[src/rtl/prga_decrypt_fsm.sv]
// RC4 PRGA stage: walks S with i/j, swaps S[i]/S[j] in place, fetches the
// keystream byte S[S[i]+S[j]] and writes ct ^ keystream to plaintext RAM.
//
// state        | meaning
// IDLE         | waiting for start; i, j, k cleared on launch
// INC_I        | i <= i + 1
// RD_SI        | present i to S
// STR_SI_J     | capture S[i], j <= j + S[i]
// RD_SJ        | present j to S
// STR_SJ_WR_SI | capture S[j], write S[j] <= si
// WR_SJ        | write S[i] <= sj
// RD_F         | present si + sj to S (post-swap contents)
// STR_F        | capture keystream byte and ciphertext byte
// WR_PT        | write plaintext byte, k <= k + 1
// CHECK_K      | done after MSG_LEN bytes, else next byte
// DONE         | one-cycle completion pulse
module prga_decrypt_fsm #(
  parameter int MSG_LEN = 32,
  localparam int KW = $clog2(MSG_LEN + 1)
) (
  input  logic          clk,
  input  logic          rst,
  input  logic          start,
  output logic [7:0]    s_addr,
  output logic [7:0]    s_wrdata,
  output logic          s_wren,
  input  logic [7:0]    s_rddata,
  output logic [KW-1:0] ct_addr,
  input  logic [7:0]    ct_rddata,
  output logic [KW-1:0] pt_addr,
  output logic [7:0]    pt_wrdata,
  output logic          pt_wren,
  output logic          fsm_on,
  output logic          fin_strobe
);

  typedef enum logic [3:0] {
    ST_IDLE         = 4'd0,
    ST_INC_I        = 4'd1,
    ST_RD_SI        = 4'd2,
    ST_STR_SI_J     = 4'd3,
    ST_RD_SJ        = 4'd4,
    ST_STR_SJ_WR_SI = 4'd5,
    ST_WR_SJ        = 4'd6,
    ST_RD_F         = 4'd7,
    ST_STR_F        = 4'd8,
    ST_WR_PT        = 4'd9,
    ST_CHECK_K      = 4'd10,
    ST_DONE         = 4'd11
  } state_t;

  localparam logic [KW-1:0] K_LAST = KW'(MSG_LEN);

  state_t state, state_nxt;
  logic [7:0]    i, j, si, sj, f, ct;
  logic [KW-1:0] k;

  assign ct_addr = k;
  assign pt_addr = k;

  // State register
  always_ff @(posedge clk) begin
    if (rst) state <= ST_IDLE;
    else     state <= state_nxt;
  end

  // Next-state and output decode; all outputs depend on state and registers only
  always_comb begin
    state_nxt  = ST_IDLE;
    s_addr     = 8'd0;
    s_wrdata   = 8'd0;
    s_wren     = 1'b0;
    pt_wrdata  = 8'd0;
    pt_wren    = 1'b0;
    fin_strobe = 1'b0;
    fsm_on     = (state != ST_IDLE) && (state != ST_DONE);
    case (state)
      ST_IDLE:         state_nxt = start ? ST_INC_I : ST_IDLE;
      ST_INC_I:        state_nxt = ST_RD_SI;
      ST_RD_SI: begin
        s_addr    = i;
        state_nxt = ST_STR_SI_J;
      end
      ST_STR_SI_J:     state_nxt = ST_RD_SJ;
      ST_RD_SJ: begin
        s_addr    = j;
        state_nxt = ST_STR_SJ_WR_SI;
      end
      ST_STR_SJ_WR_SI: begin
        s_addr    = j;
        s_wrdata  = si;
        s_wren    = 1'b1;
        state_nxt = ST_WR_SJ;
      end
      ST_WR_SJ: begin
        s_addr    = i;
        s_wrdata  = sj;
        s_wren    = 1'b1;
        state_nxt = ST_RD_F;
      end
      ST_RD_F: begin
        s_addr    = si + sj;
        state_nxt = ST_STR_F;
      end
      ST_STR_F:        state_nxt = ST_WR_PT;
      ST_WR_PT: begin
        pt_wrdata = f ^ ct;
        pt_wren   = 1'b1;
        state_nxt = ST_CHECK_K;
      end
      ST_CHECK_K:      state_nxt = (k == K_LAST) ? ST_DONE : ST_INC_I;
      ST_DONE: begin
        fin_strobe = 1'b1;
        state_nxt  = ST_IDLE;
      end
      default:         state_nxt = ST_IDLE;
    endcase
  end

  // Datapath registers: indices, swap operands, keystream and ciphertext bytes
  always_ff @(posedge clk) begin
    if (rst) begin
      i  <= 8'd0;
      j  <= 8'd0;
      k  <= '0;
      si <= 8'd0;
      sj <= 8'd0;
      f  <= 8'd0;
      ct <= 8'd0;
    end else begin
      case (state)
        ST_IDLE: begin
          if (start) begin
            i <= 8'd0;
            j <= 8'd0;
            k <= '0;
          end
        end
        ST_INC_I:        i <= i + 8'd1;
        ST_STR_SI_J: begin
          si <= s_rddata;
          j  <= j + s_rddata;
        end
        ST_STR_SJ_WR_SI: sj <= s_rddata;
        ST_STR_F: begin
          f  <= s_rddata;
          ct <= ct_rddata;
        end
        ST_WR_PT:        k <= k + KW'(1);
        default: ;
      endcase
    end
  end

endmodule

[config.mk]
export PLATFORM = sky130hd
export DESIGN_NAME = prga_decrypt_fsm
export DESIGN_NICKNAME = d
export VERILOG_FILES = /design/src/rtl/prga_decrypt_fsm.sv
export SDC_FILE = /design/constraint.sdc
export NUM_CORES = 1
export LEC_CHECK = 0
export ABC_AREA = 1
export CAP_MARGIN = 10
export CORE_AREA = 3 3 83 85
export DETAILED_ROUTE_END_ITERATION = 10
export DIE_AREA = 0 0 86 88
export MAX_ROUTING_LAYER = met4
export PLACE_DENSITY = 0.77
export SLEW_MARGIN = 0
export SYNTH_ARGS = -nofsm -noshare
export SYNTH_HDL_FRONTEND = slang
export SYNTH_SLANG_ARGS = --single-unit
export TNS_END_PERCENT = 5
[constraint.sdc]
create_clock -name clk -period 2.64 [get_ports clk]
set_clock_uncertainty 0.1 [all_clocks]
set_input_delay 0.528 -clock clk [delete_from_list [all_inputs] [get_ports clk]]
set_output_delay 0.528 -clock clk [all_outputs]
set_load 0.05 [all_outputs]
---- After elaboration in Yosys (flattened, before gate mapping) ----
Index checks and enable logic that the tools add are counted.
storage, ports and cells
  register bits ........................... 58
  latch bits .............................. 0
  memory bits (writable) .................. 0
  memory bits (read-only) ................. 0
  bits of input ports ..................... 19
  output and inout port bits .............. 40
  memories kept ........................... 0
operators by class
  add/subtract/negate cells ............... 4
  multiply operators ...................... 0
  div/mod/pow operators ................... 0
  order comparisons ....................... 0
  equality and inequality tests ........... 14
  shifts and indexed selects .............. 0
  muxes and demuxes ....................... 14
  bitwise operators ....................... 1
  reductions and logical operators ........ 12
operators by type and width
  cell                   number
  $pmux W8 S2            3
  $pmux W4 S11           1
  $pmux W8 S3            1
  $add A8 B8 Y8          2
  $eq A4 B3 Y1 const B   4
  $eq A4 B4 Y1 const B   4
  $mux W8                2
  $pmux W6 S2            1
  $add A8 B1 Y8 const B  1
  $eq A4 B2 Y1 const B   2
  $xor A8 B8 Y8          1
  $add A6 B1 Y6 const B  1
  $eq A6 B6 Y1 const B   1
  $mux W6                1
  $reduce_and A2 Y1      3
  $reduce_bool A2 Y1     3
  $reduce_or A2 Y1       3
  $eq A4 B1 Y1 const B   1
  $logic_not A4 Y1       1
  $mux W1                4
  $mux W4                1
  $ne A4 B4 Y1 const B   1
  $reduce_bool A4 Y1     1
  $ne A2 B2 Y1 const B   1
  $logic_and A1 B1 Y1    1

---- Depth between registers and ports, before layout ----
  word-level depth ........................ 3
  gate-level depth with buffers ........... 9
  depth with buffers taken out ............ 9

---- Least setup slack after synthesis ----
Ideal clock, no wire load.
  kind .................................... register to output
  start point ............................. register si[0]
  end point ............................... output port s_addr[4]
  data arrival time ....................... 1.777 ns
  required time ........................... 2.012 ns
  slack ................................... 0.235 ns
  cell stages (with the launch flop) ...... 8
  cell sequence ........................... dfxtp_1 ha_1 fa_1 nand3_1 nand2_1 or2_2 nand3_1 o211ai_1
between the ends
  word-level cells in the longest chain between the ends .. 2
ends and longest elaborated chain
  element                   RTL line  source
  start: declaration        55        logic [7:0] i, j, si, sj, f, ct;
  start signal: assignment  141       si <= s_rddata;
  $add A8 B8 Y8             102       s_addr = si + sj;
  $pmux W8 S3               77        case (state)
  end: declaration          24        output logic [7:0] s_addr,
Every way passes these cells.

---- Worst setup path after layout ----
Ends and elaborated chain as after synthesis.

==> metrics.txt <==
status=finished, violations left; failing checks=setup timing; Worst Path Max Fanout=3; Synth area leaders=dfxtp_1 35%, nand2_1 11%, nor2_1 11%; register area share after synthesis=0.353; Num Clock Sinks=a little under 60; CTS tree=done; setup TNS=-0.0273 ns; CP cell instances=ha_4, fa_2, nand3_2, nand2_2, or2_2, nand3_2, o211ai_1, buf_4; Initial Util=0.524; class of the worst hold path=reg2reg; Slew headroom=0.605; Netlist cell types=29; Root Buffer=clkbuf_8; fill count=approximately 500; die footprint=between 7000 and 8000 µm²; diodes inserted=0; EDFF count, synth=0; worst slew pin tran=0.592 ns; Die X=approximately 86 µm; post-route core utilization=0.686; min Tclk post-route=around 2.7 ns; CTS clock-pin slew for the worst setup and hold paths=around 0.070 ns; Primary FF master, synth=dfxtp_1; Final Cycle Share=1.01; area grow syn2layout=30.9%; Leak=approximately 1.9 nW; DR vias=3,453; RSZ-0062 raised after global routing=yes; CP max stage delay=between 0.3 and 0.4 ns; later-pin clock latency in the skew report=roughly 0.34 ns; layout cells sized above 1=0.144; drt wl/cell=about 15 µm; Synth Warn #=0; CTS Buf Count=9; Hold Slack=between 0.3 and 0.4 ns; most frequent CP cell=nand3_2; cell area power density=457 nW/µm²; Syn Area/Cell=approximately 6.8 µm²; post-synth top area share=0.353; GP Congestion=~0.95; number of vias per cell=roughly 5.5; first-pass GRT wire length=around 15,000 µm; cell taking the most area after synthesis=dfxtp_1; Routed Antenna Nets=0; pin count of the biggest net entering global routing=22; CP max-delay cell=fa_2; cell total after placement=between 600 and 700; fin worst setup slack=-0.0273 ns; #FFs+latches synth=58; post-DP HPWL=6750 µm; ys async rst share=0; Syn Nets=~520; Final nets=slightly below 600; Port Buf Inserts=58; Ports=59; H-tree depth=3; number of global-route vias before repair=~3,300; drt first pass iters=5; Die Y=88 µm; Worst VDD drop=between 200 and 300 µV; Core ar.=between 6000 and 7000 µm²; # rows=29; Residual DRC=0; Max-cap violations=0; Setup Viol. Count Final=1; clk buf depth=2; Worst Setup Start Kind=flip-flop; CP Capture Type=output port; Crit Path Category=reg2out; Arr. time, crit path=2.04 ns; Synth Instances=480; total grt overflow=0; initial antenna violation count=0; DR iter-0 viols=about 280; DRT Wirelength=between 9000 and 10,000 µm; GRT Total Usage=0.267; Syn Std Cell Area=around 3300 µm²; commonest non-fill, non-tap cell in the layout=nand2_1; maximum clock frequency=between 0.3 and 0.4 GHz; final hold violations=0; most frequent cells in the layout=95 x nand2_1, 92 x nor2_1, 55 x dfxtp_1, 40 x o21ai_0, 39 x inv_1; Max Transition Viols Final=0; Layout Cells excl Fill=626; CP Data Required Time=2.01 ns
==> path summary, 6_finish.rpt <==
kind | startpoint | endpoint | slack, ns | cells past startpoint
max reg2reg | state[2]$_SDFF_PP0_ | sj[0]$_SDFFE_PP0P_ | 0.76 | 5
min reg2reg | i[3]$_SDFFE_PP0P_ | i[3]$_SDFFE_PP0P_ | 0.38 | 2
min | i[3]$_SDFFE_PP0P_ | i[3]$_SDFFE_PP0P_ | 0.38 | 2
max | si[0]$_SDFFE_PP0P_ | s_addr[4] | -0.03 | 8
==> power by group <==
part | switching, mW | internal, mW | total, mW
Sequential | 0.0247 | 0.897 | 0.922
Clock | 0.386 | 0.365 | 0.752
Combinational | 0.190 | 0.105 | 0.295
==> timing repair <==
item                                    CTS  global route
endpoints found under the setup margin    6             7
setup buffers                             0             2
gates resized for setup                   5            16
pin swaps                                 1             2
hold buffers                              0             0
endpoints found under the hold margin     0             0
==> worst max-delay path, delay by kind of cell, from the launching register on <==
| kind | cells | cell delay [ns] |
|---|---|---|
| and+or+nand+nor | 4 | 0.51 |
| AOI/OAI and AO/OA | 1 | 0.09 |
| buffers and inverters | 1 | 0.21 |
| DFF | 1 | 0.34 |
| adders and majority gates | 2 | 0.56 |
==> synth_stat cells, types with 3 or more instances <==
master and number:
o211ai_1 3, nor2_4 3, dfxtp_1 58, a32o_1 8, nor2_1 93, nand2_1 98, or2_2 5, clkbuf_1 6
xnor2_1 8, ha_1 17, buf_4 7, nand3b_1 3, o21ai_0 40, nand3_1 31, nor3_1 5, inv_1 39
buf_2 4, a21oi_1 35
==> state kept, by name, summed over array words and instances (netlist names) <==
signal / flops
sj: 8
si: 8
j: 8
ct: 8
i: 8
f: 8
state: 4
ct_addr: 6
==> area by class of cell <==
cell class | instances | area [µm²] | area share
inverter | 43 | 161 | 0.0375
sequential | 58 | 1160 | 0.271
clock inverter | 6 | 42.5 | 0.00988
tap | 77 | 96.3 | 0.0224
timing repair buffer | 70 | 772 | 0.179
clock buffer | 10 | 138 | 0.0320
multi-input combinational | 362 | 1930 | 0.448
==> metrics by stage <==
step	worst slack [ns]	total power, mW	cell area, µm²
detailed placement	0.188	1.23	4050
global placement	0.199	1.22	4050
global route	-0.104	2.04	4300
finish	-0.0273	1.97	4300
floorplan	0.235	1.12	3290
CTS	-0.0218	1.97	4230
==> layer usage <==
layer,vias up,track usage,part of all wire
met3,21,0.0367,0.061
met2,134,0.452,0.49
met4,0,0.124,0.025
li1,1695,-,-
met1,1603,0.314,0.42
met5,-,-,0
==> cells by family after synthesis <==
| kind of cell | Yosys count | share of synthesized area |
|---|---|---|
| and+or+nand+nor | 243 | 0.310 |
| xor gates and xnor gates | 10 | 0.0266 |
| DFF | 58 | 0.353 |
| AOI/OAI and AO/OA | 90 | 0.155 |
| adders and majority gates | 19 | 0.0769 |
| buffers and inverters | 60 | 0.0780 |
Note: power is estimated with default switching activity, not from simulation.
